===== config.mk =====
export PLATFORM = sky130hd
export DESIGN_NAME = serial_resp_tx
export DESIGN_NICKNAME = d
export VERILOG_FILES = /design/src/rtl/serial_pkg.sv /design/src/rtl/serial_resp_tx.sv
export SDC_FILE = /design/constraint.sdc
export NUM_CORES = 1
export LEC_CHECK = 0
export ABC_AREA = 1
export BUFFER_PORTS_ARGS = -buffer_cell sky130_fd_sc_hd__buf_4
export CORE_UTILIZATION = 40
export DETAILED_ROUTE_END_ITERATION = 16
export PLACE_DENSITY_LB_ADDON = 0.1
export SLEW_MARGIN = 20
export SYNTH_ARGS = -nofsm -noshare
export SYNTH_HDL_FRONTEND = slang
export SYNTH_SLANG_ARGS = --single-unit

===== constraint.sdc =====
create_clock -name clk -period 3.8 [get_ports clk]
set_input_delay 0.19 -clock clk [delete_from_list [all_inputs] [get_ports clk]]
set_output_delay 0.19 -clock clk [all_outputs]
set_load 0.01 [all_outputs]

===== src/rtl/serial_pkg.sv =====
// Shared definitions for the host serial command link: command codes,
// response-transmitter FSM encoding and the frame-length helper.
package serial_pkg;

  localparam logic [7:0] CMD_SET_ADDR = 8'h01;
  localparam logic [7:0] CMD_WRITE    = 8'h02;
  localparam logic [7:0] CMD_READ     = 8'h03;
  localparam logic [7:0] CMD_START    = 8'h04;

  typedef enum logic [1:0] {
    ST_IDLE = 2'd0,
    ST_SEND = 2'd1,
    ST_HOLD = 2'd2,
    ST_GAP  = 2'd3
  } tx_state_e;

  // Header byte + payload bytes + optional checksum byte.
  function automatic int unsigned nbytes(input int unsigned data_bytes,
                                         input int unsigned checksum_en);
    return 32'd1 + data_bytes + checksum_en;
  endfunction

endpackage


===== src/rtl/serial_resp_tx.sv =====
// Response transmitter: serialises {cmd, payload[, xor checksum]} MSB first
// toward the UART byte port, one strobe per byte, respecting tx_busy.
module serial_resp_tx
  import serial_pkg::*;
#(
  parameter int unsigned DATA_BYTES  = 4,
  parameter int unsigned CHECKSUM_EN = 1,
  parameter int unsigned GAP_CYCLES  = 0
) (
  input  logic        clk,
  input  logic        reset,
  input  logic        resp_valid,
  output logic        resp_ready,
  input  logic [7:0]  resp_cmd,
  input  logic [31:0] resp_data,
  input  logic        tx_busy,
  output logic        tx_strb,
  output logic [7:0]  tx_data,
  output logic        busy,
  output logic        done
);

  localparam logic [2:0]  NBYTES   = 3'(nbytes(DATA_BYTES, CHECKSUM_EN));
  localparam int unsigned PAD_BITS = 32 - 8 * DATA_BYTES;
  localparam logic [7:0]  GAP_LOAD = (GAP_CYCLES > 32'd0) ? 8'(GAP_CYCLES - 32'd1) : 8'd0;

  tx_state_e   state_q, state_d;
  logic [39:0] sreg_q, sreg_d;
  logic [2:0]  cnt_q, cnt_d;
  logic [7:0]  gap_q, gap_d;
  logic [7:0]  csum_q, csum_d;
  logic        strb_q, strb_d;
  logic [7:0]  data_q, data_d;
  logic        ready_q, ready_d;
  logic        busy_q, busy_d;
  logic        done_q, done_d;

  logic        accept_s;
  logic        send_s;
  logic [7:0]  cur_byte_s;
  logic [31:0] data_al_s;

  assign accept_s   = resp_valid && ready_q && (state_q == ST_IDLE);
  assign send_s     = (state_q == ST_SEND) && !tx_busy;
  // Selected payload bytes are left-aligned so the shift reg always emits from its top byte.
  assign data_al_s  = resp_data << PAD_BITS;
  assign cur_byte_s = ((CHECKSUM_EN != 32'd0) && (cnt_q == 3'd1)) ? csum_q : sreg_q[39:32];

  always_ff @(posedge clk) begin
    if (reset) begin
      state_q <= ST_IDLE;
    end else begin
      state_q <= state_d;
    end
  end

  always_comb begin
    state_d = state_q;
    case (state_q)
      ST_IDLE: begin
        if (accept_s) state_d = ST_SEND;
        else          state_d = ST_IDLE;
      end
      ST_SEND: begin
        if (!tx_busy) state_d = ST_HOLD;
        else          state_d = ST_SEND;
      end
      ST_HOLD: begin
        if (GAP_CYCLES != 32'd0) state_d = ST_GAP;
        else if (cnt_q == 3'd0)  state_d = ST_IDLE;
        else                     state_d = ST_SEND;
      end
      ST_GAP: begin
        if (gap_q != 8'd0)      state_d = ST_GAP;
        else if (cnt_q == 3'd0) state_d = ST_IDLE;
        else                    state_d = ST_SEND;
      end
      default: state_d = ST_IDLE;
    endcase
  end

  always_comb begin
    sreg_d = sreg_q;
    cnt_d  = cnt_q;
    csum_d = csum_q;
    gap_d  = gap_q;
    strb_d = 1'b0;
    data_d = data_q;
    if (accept_s) begin
      sreg_d = {resp_cmd, data_al_s};
      cnt_d  = NBYTES;
      csum_d = 8'h00;
    end else if (send_s) begin
      strb_d = 1'b1;
      data_d = cur_byte_s;
      csum_d = csum_q ^ cur_byte_s;
      cnt_d  = cnt_q - 3'd1;
      sreg_d = {sreg_q[31:0], 8'h00};
    end else begin
      strb_d = 1'b0;
    end
    if (state_q == ST_HOLD) begin
      gap_d = GAP_LOAD;
    end else if ((state_q == ST_GAP) && (gap_q != 8'd0)) begin
      gap_d = gap_q - 8'd1;
    end else begin
      gap_d = gap_q;
    end
    // Status flags follow the next state so they line up with the state register.
    ready_d = (state_d == ST_IDLE);
    busy_d  = (state_d != ST_IDLE);
    done_d  = (state_q != ST_IDLE) && (state_d == ST_IDLE);
  end

  always_ff @(posedge clk) begin
    if (reset) begin
      sreg_q  <= 40'h0;
      cnt_q   <= 3'd0;
      gap_q   <= 8'd0;
      csum_q  <= 8'h00;
      strb_q  <= 1'b0;
      data_q  <= 8'h00;
      ready_q <= 1'b0;
      busy_q  <= 1'b0;
      done_q  <= 1'b0;
    end else begin
      sreg_q  <= sreg_d;
      cnt_q   <= cnt_d;
      gap_q   <= gap_d;
      csum_q  <= csum_d;
      strb_q  <= strb_d;
      data_q  <= data_d;
      ready_q <= ready_d;
      busy_q  <= busy_d;
      done_q  <= done_d;
    end
  end

  assign resp_ready = ready_q;
  assign tx_strb    = strb_q;
  assign tx_data    = data_q;
  assign busy       = busy_q;
  assign done       = done_q;

endmodule


==> flow_metrics.env, run 1 <==
export IMPL_status="finished clean"
export IMPL_cts_setup_buffers=0
export IMPL_drive_gt1_share_pct=15.84
export IMPL_netlist_area_mm2=0.003149
export IMPL_place_area_mm2=0.003547
export IMPL_synth_area_leaders="dfxtp_1 46%, nand2_1 20%, a21oi_1 5.4%, a31oi_1 4.8%, inv_1 4.3%"
export IMPL_grt_usage_pct=17.70
export IMPL_slowest_stage="inv_2"
export IMPL_ctsRootBufferMaster="clkbuf_8"
export IMPL_setup_viol=0
export IMPL_worst_pin_slew_ns=0.7736
export IMPL_yosysTopAreaCellShare_pct=46.40
export IMPL_worst_hold_slack_ns=0.09826
export IMPL_slew_headroom_pct=48.35
export IMPL_peakVddDrop_uv=243.7
export IMPL_ant_nets=0
export IMPL_p_sw_share_pct=24.94
export IMPL_cp_num_buf_inv=2
export IMPL_port_buffers=55
export IMPL_dpl_hpwl_um=4529
export IMPL_power_density_mw_per_mm2=415.9
export IMPL_first_pass_iters=4
export IMPL_antenna_cells=0
export IMPL_avgViaCountPerCell=4.858
export IMPL_cts_buffers=9
export IMPL_start_util_pct=42.29
export IMPL_yosys_cell_count_top_type="nand2_1"
export IMPL_drc=0
export IMPL_combPwrFrac_pct=10.4
export IMPL_grt_max_degree=48
export IMPL_finalPower_mw=1.549
export IMPL_worstPathRequired_ns=4.04
export IMPL_cp_end_kind="register"
export IMPL_synth_main_ff_cell="dfxtp_1"
export IMPL_route_vias_total=2842
export IMPL_h_tree_depth=3
export IMPL_arrival_ns=2.37
export IMPL_fin_crit_ns=2.137
export IMPL_gp_congestion=0.7511
export IMPL_drt_total_wl_um=6881
export IMPL_max_freq_mhz=468.1
export IMPL_grt_pass1_wl_um=11740
export IMPL_cp_max_fo=47
export IMPL_cts_sinks=73
export IMPL_post_route_util_pct=50.00
export IMPL_crit_path_cell_trace="inv_1 > nand3b_2 > inv_2 > nand2_1 > o21ai_0 > nor2_1"
export IMPL_clk_pin_slew_ns=0.07
export IMPL_grt_pass1_vias=2597
export IMPL_num_fill_cells=764
export IMPL_place_ws_ns=1.524
export IMPL_cts_tree="yes"
export IMPL_die_area_mm2=0.008232
export IMPL_dieWidth_um=90.73
export IMPL_wl_per_cell_um=11.76
export IMPL_rsz0062_at_grt="false"
export IMPL_drt_iter0_drc=118
export IMPL_clk_insertion_delay_late_ns=0.34
export IMPL_syn_avg_cell_area_um2=7.190
export IMPL_leakagePower_nw=1.529
export IMPL_max_cap_viol_count=0
export IMPL_ys_seq_area_share_pct=46.40
export IMPL_holdBufCountCts=0
export IMPL_fin_crit_sh_pct=56.22
export IMPL_synthCells=438
export IMPL_nets=531
export IMPL_critPathMaxStageDelay_ns=0.76
export IMPL_synth_edf_count=0
export IMPL_rows=31
export IMPL_criticalPathCategory="register to register"
export IMPL_crit_family="buffers and inverters"
export IMPL_layout_setup_ws_ns=1.663
export IMPL_instances_no_fill=585
export IMPL_synth_nets=487
export IMPL_yosysUniqueCellTypes=28
export IMPL_fin_tns_setup_ns=0
export IMPL_fin_skew_ns=0.003799
export IMPL_hp_class="input port to register"
export IMPL_coreArea_mm2=0.007447
export IMPL_ys_ff_latch=73
export IMPL_power_frac_seq_pct=52.6
export IMPL_p_sw_mw=0.3862
export IMPL_synth_largest_area_cell="dfxtp_1"
export IMPL_clockBufferDepth=2
export IMPL_clockPowerShare_pct=36.9
export IMPL_antenna_found_initial=0
export IMPL_final_max_slew_viol_count=0
export IMPL_fp_dieH_um=90.73
export IMPL_yosys_warnings=0
export IMPL_async_flop_share_pct=0
export IMPL_cts_resized=0
export IMPL_cp_start_kind="register"
export IMPL_power_internal_mw=1.162
export IMPL_synth_commonest_cells="164 x nand2_1, 73 x dfxtp_1, 36 x inv_1"
export IMPL_io_pin_count=56
export IMPL_final_area_mm2=0.003724
export IMPL_dp_cells=570
export IMPL_finalHoldViolCount=0
export IMPL_overflow=0
export IMPL_area_growth_syn_to_layout_pct=18.24
-- flip-flops by register name (all words and copies together) (netlist names) --
name and cells:
gap_q 8, resp_ready 1, busy 1, csum_q 8, state_q 2, cnt_q 3
done 1, tx_strb 1, tx_data 8, sreg_q 40
-- layout by cell type (no fill, tap or decap), types with 2 or more instances in the layout --
cell type	Yosys	final
clkbuf_8	0	9
a31o_2	3	3
nor3b_1	2	2
a31oi_1	24	24
inv_1	36	35
ha_1	5	5
o21ai_1	2	2
xor2_1	3	3
dfxtp_1	73	73
buf_4	4	55
nand3_1	3	3
clkbuf_1	5	2
nand2_1	164	164
a21oi_1	34	34
inv_2	1	2
nor2_1	31	31
o21ai_0	24	24
nand4_1	2	2
clkinv_2	0	3
-- worst paths after layout --
check / start / end / slack (ns) / cells past startpoint
hold reg to reg: sreg_q[5] / sreg_q[5] / 0.46 / 2
hold / removal: resp_data[7] / sreg_q[7] / 0.1 / 3
setup reg to reg: state_q[1] / csum_q[2] / 1.66 / 6
setup / recovery: state_q[1] / csum_q[2] / 1.66 / 6
-- kinds of logic after synthesis --
| family | count (synthesis) | share of synthesized area, % |
|---|---|---|
| AO/OA/AOI/OAI | 88 | 15.38 |
| buffers and inverters | 61 | 9.217 |
| AND/OR/NAND/NOR | 207 | 25.90 |
| adder cells (fa/ha/maj) | 5 | 1.986 |
| XOR/XNOR | 4 | 1.113 |
| flip-flops | 73 | 46.40 |
-- layer usage --
layer / vias up / part of all wire [%] / global-route usage, %
met4: 0 / 1.7 / 7.258
met5: - / 0 / 0
met3: 12 / 4.2 / 3.704
li1: 1486 / - / -
met2: 65 / 45 / 28.91
met1: 1279 / 49 / 22.58
-- worst register-to-register path, delay by kind of cell (launching register included) --
family                 cells  cell delay, ns
DFF                        1            0.32
AOI/OAI and AO/OA          1            0.19
buffers and inverters      2            0.88
and+or+nand+nor            3            0.65
-- cell type report --
type                       instances  area [um^2]  share of cell area, %
inverter                          39        151.4                  4.066
clock inverter                     4        45.04                  1.210
multi-input combinational        304         1398                  37.53
timing repair buffer              55        412.9                  11.09
tap                               99        123.9                  3.327
clock buffer                      11        131.4                  3.528
sequential                        73         1461                  39.25
-- power groups by stage --
| stage | combinational (mW) | sequential [mW] | clock, mW |
|---|---|---|---|
| global route | 0.185 | 0.819 | 0.619 |
| global placement | 0.162 | 0.832 | 0 |
| floorplan | 0.111 | 0.830 | 0 |
| CTS | 0.165 | 0.815 | 0.584 |
| finish | 0.162 | 0.815 | 0.572 |
| detailed placement | 0.164 | 0.832 | 0 |
(Power assumes the default switching activity.)
==> run 2: changes to the inputs <==
ABC_AREA = 0   (was 1)
clock period = 2.1 ns   (was 3.8 ns; I/O delays follow)
==> run 2 against run 1 <==
Worst hold slack worse by 0.085 ns. Sequential share of layout area is 2.3 points lower. Setup slack worse by 1.4 ns. Largest power group unchanged. Via count is 2.0% lower. First-iteration DRC count is 34% lower. Combinational power is 140% higher. Global-route usage is 0.26 points higher. Core utilization is 1.5 points higher. Maximum frequency is 17% higher. Clock skew is 0.0034 ns higher. Critical endpoint is now gap_q[1].
==> flow_metrics.env, run 2 <==
export IMPL_arrival_ns=2.12
export IMPL_r2r_end="gap_q[1]"
export IMPL_fin_skew_ns=0.007162
export IMPL_p_sw_share_pct=24.86
export IMPL_use_met3_pct=4.020
export IMPL_synthCells=372
export IMPL_synth_area_leaders="dfxtp_1 46%, nand2_1 9.0%, a311oi_1 8.6%, nor2_1 7.0%, mux2i_1 3.2%"
export IMPL_num_fill_cells=796
export IMPL_reg2reg_setup_slack_ns=0.27
export IMPL_final_common_cell="nand2_1"
export IMPL_antenna_found_initial=0
export IMPL_syn_avg_cell_area_um2=8.536
export IMPL_worstPathRequired_ns=2.39
export IMPL_dieWidth_um=91.10
export IMPL_clockBufferDepth=2
export IMPL_hp_class="input port to register"
export IMPL_setup_viol=0
export IMPL_drc=0
export IMPL_drt_total_wl_um=7079
export IMPL_cts_buffers=9
export IMPL_dpl_hpwl_um=4609
export IMPL_cts_sinks=73
export IMPL_leakagePower_nw=1.436
export IMPL_drive_gt1_share_pct=21.26
export IMPL_synth_nets=421
export IMPL_regMostFlops="sreg_q"
export IMPL_power_density_mw_per_mm2=803.8
export IMPL_wl_per_cell_um=13.36
export IMPL_synth_commonest_cells="76 x nand2_1, 73 x dfxtp_1, 59 x nor2_1"
export IMPL_yosys_warnings=0
export IMPL_grt_use_met2_pct=27.59
export IMPL_cts_resized=0
export IMPL_crit_reg2reg_launch="gap_q[0]"
export IMPL_h_tree_depth=3
export IMPL_synth_main_ff_cell="dfxtp_1"
export IMPL_yosysTopAreaCellShare_pct=46.02
export IMPL_grt_pass1_vias=2516
export IMPL_cp_max_fo=7
export IMPL_gp_congestion=0.7315
export IMPL_grt_busiest_layer="met2"
export IMPL_slew_headroom_pct=66.92
export IMPL_drt_iter0_drc=78
export IMPL_synth_edf_count=0
export IMPL_cts_tree="yes"
export IMPL_route_vias_total=2785
export IMPL_max_freq_mhz=545.9
export IMPL_ys_seq_area_share_pct=46.02
export IMPL_io_pin_count=56
export IMPL_fin_crit_sh_pct=87.23
export IMPL_clk_pin_slew_ns=0.08
export IMPL_rsz0062_at_grt="false"
export IMPL_synth_largest_area_cell="dfxtp_1"
export IMPL_clk_insertion_delay_late_ns=0.35
export IMPL_rows=32
export IMPL_final_cell_mix="76 x nand2_1, 73 x dfxtp_1, 63 x buf_4"
export IMPL_met1_usage_pct=23.62
export IMPL_combPwrFrac_pct=12.2
export IMPL_largest_register_ffs=40
export IMPL_ctsRootBufferMaster="clkbuf_8"
export IMPL_slowest_stage="nor3b_2"
export IMPL_nets=472
export IMPL_max_cap_viol_count=0
export IMPL_worst_pin_slew_ns=0.4940
export IMPL_grt_pass1_wl_um=11850
export IMPL_cp_endpoint="gap_q[1]"
export IMPL_r2r_cells=6
export IMPL_start_util_pct=41.31
export IMPL_ant_nets=0
export IMPL_peakVddDrop_uv=440.0
export IMPL_antenna_cells=0
export IMPL_yosys_cell_count_top_type="nand2_1"
export IMPL_cp_start_kind="register"
export IMPL_overflow=0
export IMPL_async_flop_share_pct=0
export IMPL_cp_end_kind="register"
export IMPL_register_area_mm2=0.001461
export IMPL_power_frac_seq_pct=48.2
export IMPL_port_buffers=55
export IMPL_multi_input_area_mm2=0.001570
export IMPL_coreArea_mm2=0.007687
export IMPL_first_pass_iters=4
export IMPL_fp_dieH_um=91.10
export IMPL_status="finished clean"
export IMPL_ys_ff_latch=73
export IMPL_finalHoldViolCount=0
export IMPL_fin_tns_setup_ns=0
export IMPL_critPathMaxStageDelay_ns=0.44
export IMPL_area_growth_syn_to_layout_pct=24.70
export IMPL_fin_crit_ns=1.832
export IMPL_power_internal_mw=2.392
export IMPL_netlist_area_mm2=0.003176
export IMPL_die_area_mm2=0.008299
export IMPL_clockPowerShare_pct=39.6
export IMPL_crit_path_cell_trace="inv_1 > ha_1 > nor3b_2 > a21o_1 > mux2_2 > nor2_1"
export IMPL_avgViaCountPerCell=5.255
export IMPL_criticalPathCategory="register to register"
export IMPL_p_sw_mw=0.7914
export IMPL_timing_critical_path_from="gap_q[0]"
export IMPL_yosysUniqueCellTypes=35
export IMPL_final_max_slew_viol_count=0
export IMPL_grt_max_degree=49
export IMPL_grt_usage_pct=17.96
export IMPL_post_route_util_pct=51.51
[run 2: metrics by stage]
stage	hold WS, ns	cell area [um^2]	worst slack [ns]	cells	power [mW]
floorplan	0.2658	3176	0.4838	372	1.788
detailed placement	0.3608	3691	0.3052	510	1.951
global placement	0.3544	3691	0.3755	510	1.948
finish	0.01372	3960	0.2681	530	3.183
global route	0.02056	3960	0.1729	530	3.318
CTS	0.001472	3960	0.2749	530	3.221
[run 2: power groups by stage]
stage	Sequential [mW]	Combinational, mW	Clock [mW]
2_1_floorplan	1.55	0.238	0
3_3_place_gp	1.56	0.385	0
3_5_place_dp	1.57	0.385	0
4_1_cts	1.53	0.393	1.29
5_1_grt	1.55	0.432	1.34
6_report	1.53	0.388	1.26
[run 2: worst min path at each step]
| stage | start | slack, ns | cells past startpoint | end |
|---|---|---|---|---|
| 2_1_floorplan | resp_data[0] | 0.27 | 2 | sreg_q[0] |
| 3_3_place_gp | resp_data[7] | 0.35 | 3 | sreg_q[7] |
| 3_5_place_dp | resp_data[2] | 0.36 | 3 | sreg_q[2] |
| 4_1_cts | resp_data[6] | 0.001 | 3 | sreg_q[6] |
| 5_1_grt | resp_data[1] | 0.02 | 3 | sreg_q[1] |
| 6_report | resp_data[6] | 0.01 | 3 | sreg_q[6] |
[run 2: cell type report]
class                   count  share of cell area, %
clock inverters             5                  1.959
well taps                 102                  3.223
multi-input cells         265                  39.65
flip-flops and latches     73                  36.90
repair buffers             69                  13.97
clock buffers              11                  3.823
inverters                   5                 0.4739
[run 2: critical path, delay by kind of cell, from the launching register on]
kind	cells	cell delay (ns)
simple gates	2	0.51
mux	1	0.36
buf+inv	1	0.11
fa+ha+maj	1	0.18
compound gates	1	0.29
flops	1	0.32
[run 2: routing by layer]
metal  part of all wire (%)  up-vias  wire (um)
li1                       -     1420          -
met1                     48     1300       3421
met2                     45       54       3205
met3                    4.3       11        302
met4                    2.1        0        149
met5                      0        -          0
[run 2: what timing repair did]
item	4_1_cts	5_1_grt
endpoints found under the hold margin	4	0
buffers inserted	0	0
hold buffers	4	0
[run 2: kinds of logic after synthesis]
kind of cell / share of synthesized area [%]
xor gates and xnor gates: 0.8276
buffers and inverters: 4.886
muxes: 3.507
AOI/OAI and AO/OA: 19.66
adders and majority gates: 1.970
DFF: 46.02
and+or+nand+nor: 23.13
==> run 3: changes to the inputs <==
BUFFER_PORTS_ARGS = -buffer_cell sky130_fd_sc_hd__buf_2   (was -buffer_cell sky130_fd_sc_hd__buf_4)
==> run 3 against run 2 <==
Combinational power shrank 7.2%. Die area stayed put. Setup slack gained 0.0022 ns. Largest cell class unchanged.
==> flow_metrics.env, run 3 (synthesized netlist as in run 2, its figures left out) <==
export IMPL_setup_viol=0
export IMPL_fin_crit_ns=1.830
export IMPL_rsz0062_at_grt="false"
export IMPL_nets=470
export IMPL_dp_cells=511
export IMPL_criticalPathCategory="register to register"
export IMPL_final_cell_mix="76 x nand2_1, 73 x dfxtp_1, 59 x nor2_1"
export IMPL_arrival_ns=2.11
export IMPL_route_vias_total=2797
export IMPL_finalPower_mw=2.939
export IMPL_drc=0
export IMPL_clockBufferDepth=2
export IMPL_multi_input_area_mm2=0.001570
export IMPL_largest_register_ffs=40
export IMPL_min_from="resp_data[0]"
export IMPL_regMostFlops="sreg_q"
export IMPL_die_area_mm2=0.008299
export IMPL_fin_crit_sh_pct=87.13
export IMPL_worstPathRequired_ns=2.38
export IMPL_hp_class="input port to register"
export IMPL_register_area_mm2=0.001461
export IMPL_clk_insertion_delay_late_ns=0.33
export IMPL_power_density_mw_per_mm2=783.2
export IMPL_grt_usage_pct=18.33
export IMPL_port_buffers=55
export IMPL_slew_headroom_pct=66.45
export IMPL_start_util_pct=41.31
export IMPL_worst_hold_slack_ns=0.01937
export IMPL_max_cap_viol_count=0
export IMPL_grt_max_degree=63
export IMPL_clockPowerShare_pct=35.6
export IMPL_area_growth_syn_to_layout_pct=18.16
export IMPL_h_tree_depth=3
export IMPL_clk_pin_slew_ns=0.07
export IMPL_p_sw_mw=0.7529
export IMPL_timing_critical_path_from="gap_q[0]"
export IMPL_fin_skew_ns=0.007153
export IMPL_layout_setup_ws_ns=0.2703
export IMPL_finalHoldViolCount=0
export IMPL_final_max_slew_viol_count=0
export IMPL_combPwrFrac_pct=12.3
export IMPL_instances_no_fill=528
export IMPL_leakagePower_nw=1.366
export IMPL_ant_nets=0
export IMPL_cp_end_kind="register"
export IMPL_first_pass_iters=4
export IMPL_fin_tns_setup_ns=0
export IMPL_coreArea_mm2=0.007687
export IMPL_grt_pass1_vias=2619
export IMPL_wl_per_cell_um=13.71
export IMPL_cts_sinks=73
export IMPL_place_ws_ns=0.2818
export IMPL_max_freq_mhz=546.5
export IMPL_dpl_hpwl_um=4733
export IMPL_crit_reg2reg_launch="gap_q[0]"
export IMPL_num_fill_cells=788
export IMPL_grt_pass1_wl_um=12390
export IMPL_antenna_found_initial=0
export IMPL_io_pin_count=56
export IMPL_dieWidth_um=91.10
export IMPL_power_internal_mw=2.186
export IMPL_peakVddDrop_uv=309.1
export IMPL_drt_iter0_drc=104
export IMPL_overflow=0
export IMPL_cts_buffers=9
export IMPL_drt_total_wl_um=7237
export IMPL_status="finished clean"
export IMPL_rows=32
export IMPL_cts_tree="yes"
export IMPL_final_common_cell="nand2_1"
export IMPL_cp_start_kind="register"
export IMPL_drive_gt1_share_pct=20.42
export IMPL_cp_max_fo=7
export IMPL_ctsRootBufferMaster="clkbuf_8"
export IMPL_avgViaCountPerCell=5.297
export IMPL_power_frac_seq_pct=52.2
export IMPL_fp_dieH_um=91.10
export IMPL_antenna_cells=0
export IMPL_gp_congestion=0.7441
export IMPL_worst_pin_slew_ns=0.5025
export IMPL_p_sw_share_pct=25.62
export IMPL_reg2reg_setup_slack_ns=0.27
-- run 3: power groups by stage --
stage,clock [mW],combinational (mW),sequential (mW)
CTS,1.08,0.364,1.53
floorplan,0,0.238,1.55
detailed placement,0,0.360,1.57
global placement,0,0.355,1.56
global route,1.14,0.405,1.55
finish,1.05,0.360,1.53
-- run 3: final cells by class --
class / count / share of cell area (%)
Clock buffer: 14 / 3.801
Timing Repair Buffer: 67 / 10.47
Multi-Input combinational cell: 265 / 41.85
Sequential cell: 73 / 38.95
Inverter: 5 / 0.5002
Tap cell: 102 / 3.401
Clock inverter: 2 / 1.034
-- run 3: worst paths after layout --
path | to | depth (start not counted)
max | gap_q[1] | 6
min | sreg_q[0] | 3
max reg2reg | gap_q[1] | 6
min reg2reg | sreg_q[25] | 2
-- run 3: timing repair --
action / in CTS / in global routing
hold buffers: 1 / 0
hold endpoints to repair: 1 / 0
setup buffers: 0 / 0
resized for setup: 0 / 0
-- run 3: critical path, cell delays in order (launching register included) --
cell,delay (ns)
dfxtp_1,0.31
inv_1,0.10
ha_1,0.18
nor3b_2,0.44
a21o_1,0.31
mux2_2,0.36
nor2_1,0.07
-- run 3: through the flow --
| step | utilization [%] | instance area (um^2) |
|---|---|---|
| 3_5_place_dp | 46.32 | 3561 |
| 4_1_cts | 48.81 | 3752 |
| 2_1_floorplan | - | 3176 |
| 6_report | 48.81 | 3752 |
| 3_3_place_gp | 46.32 | 3561 |
| 5_1_grt | 48.81 | 3752 |
-- run 3: layer usage --
layer  global-route usage, %  share of wire [%]
met4                   7.804                1.2
met5                       0                  0
met3                   3.601                4.1
met2                   28.35                 46
met1                   24.83                 49
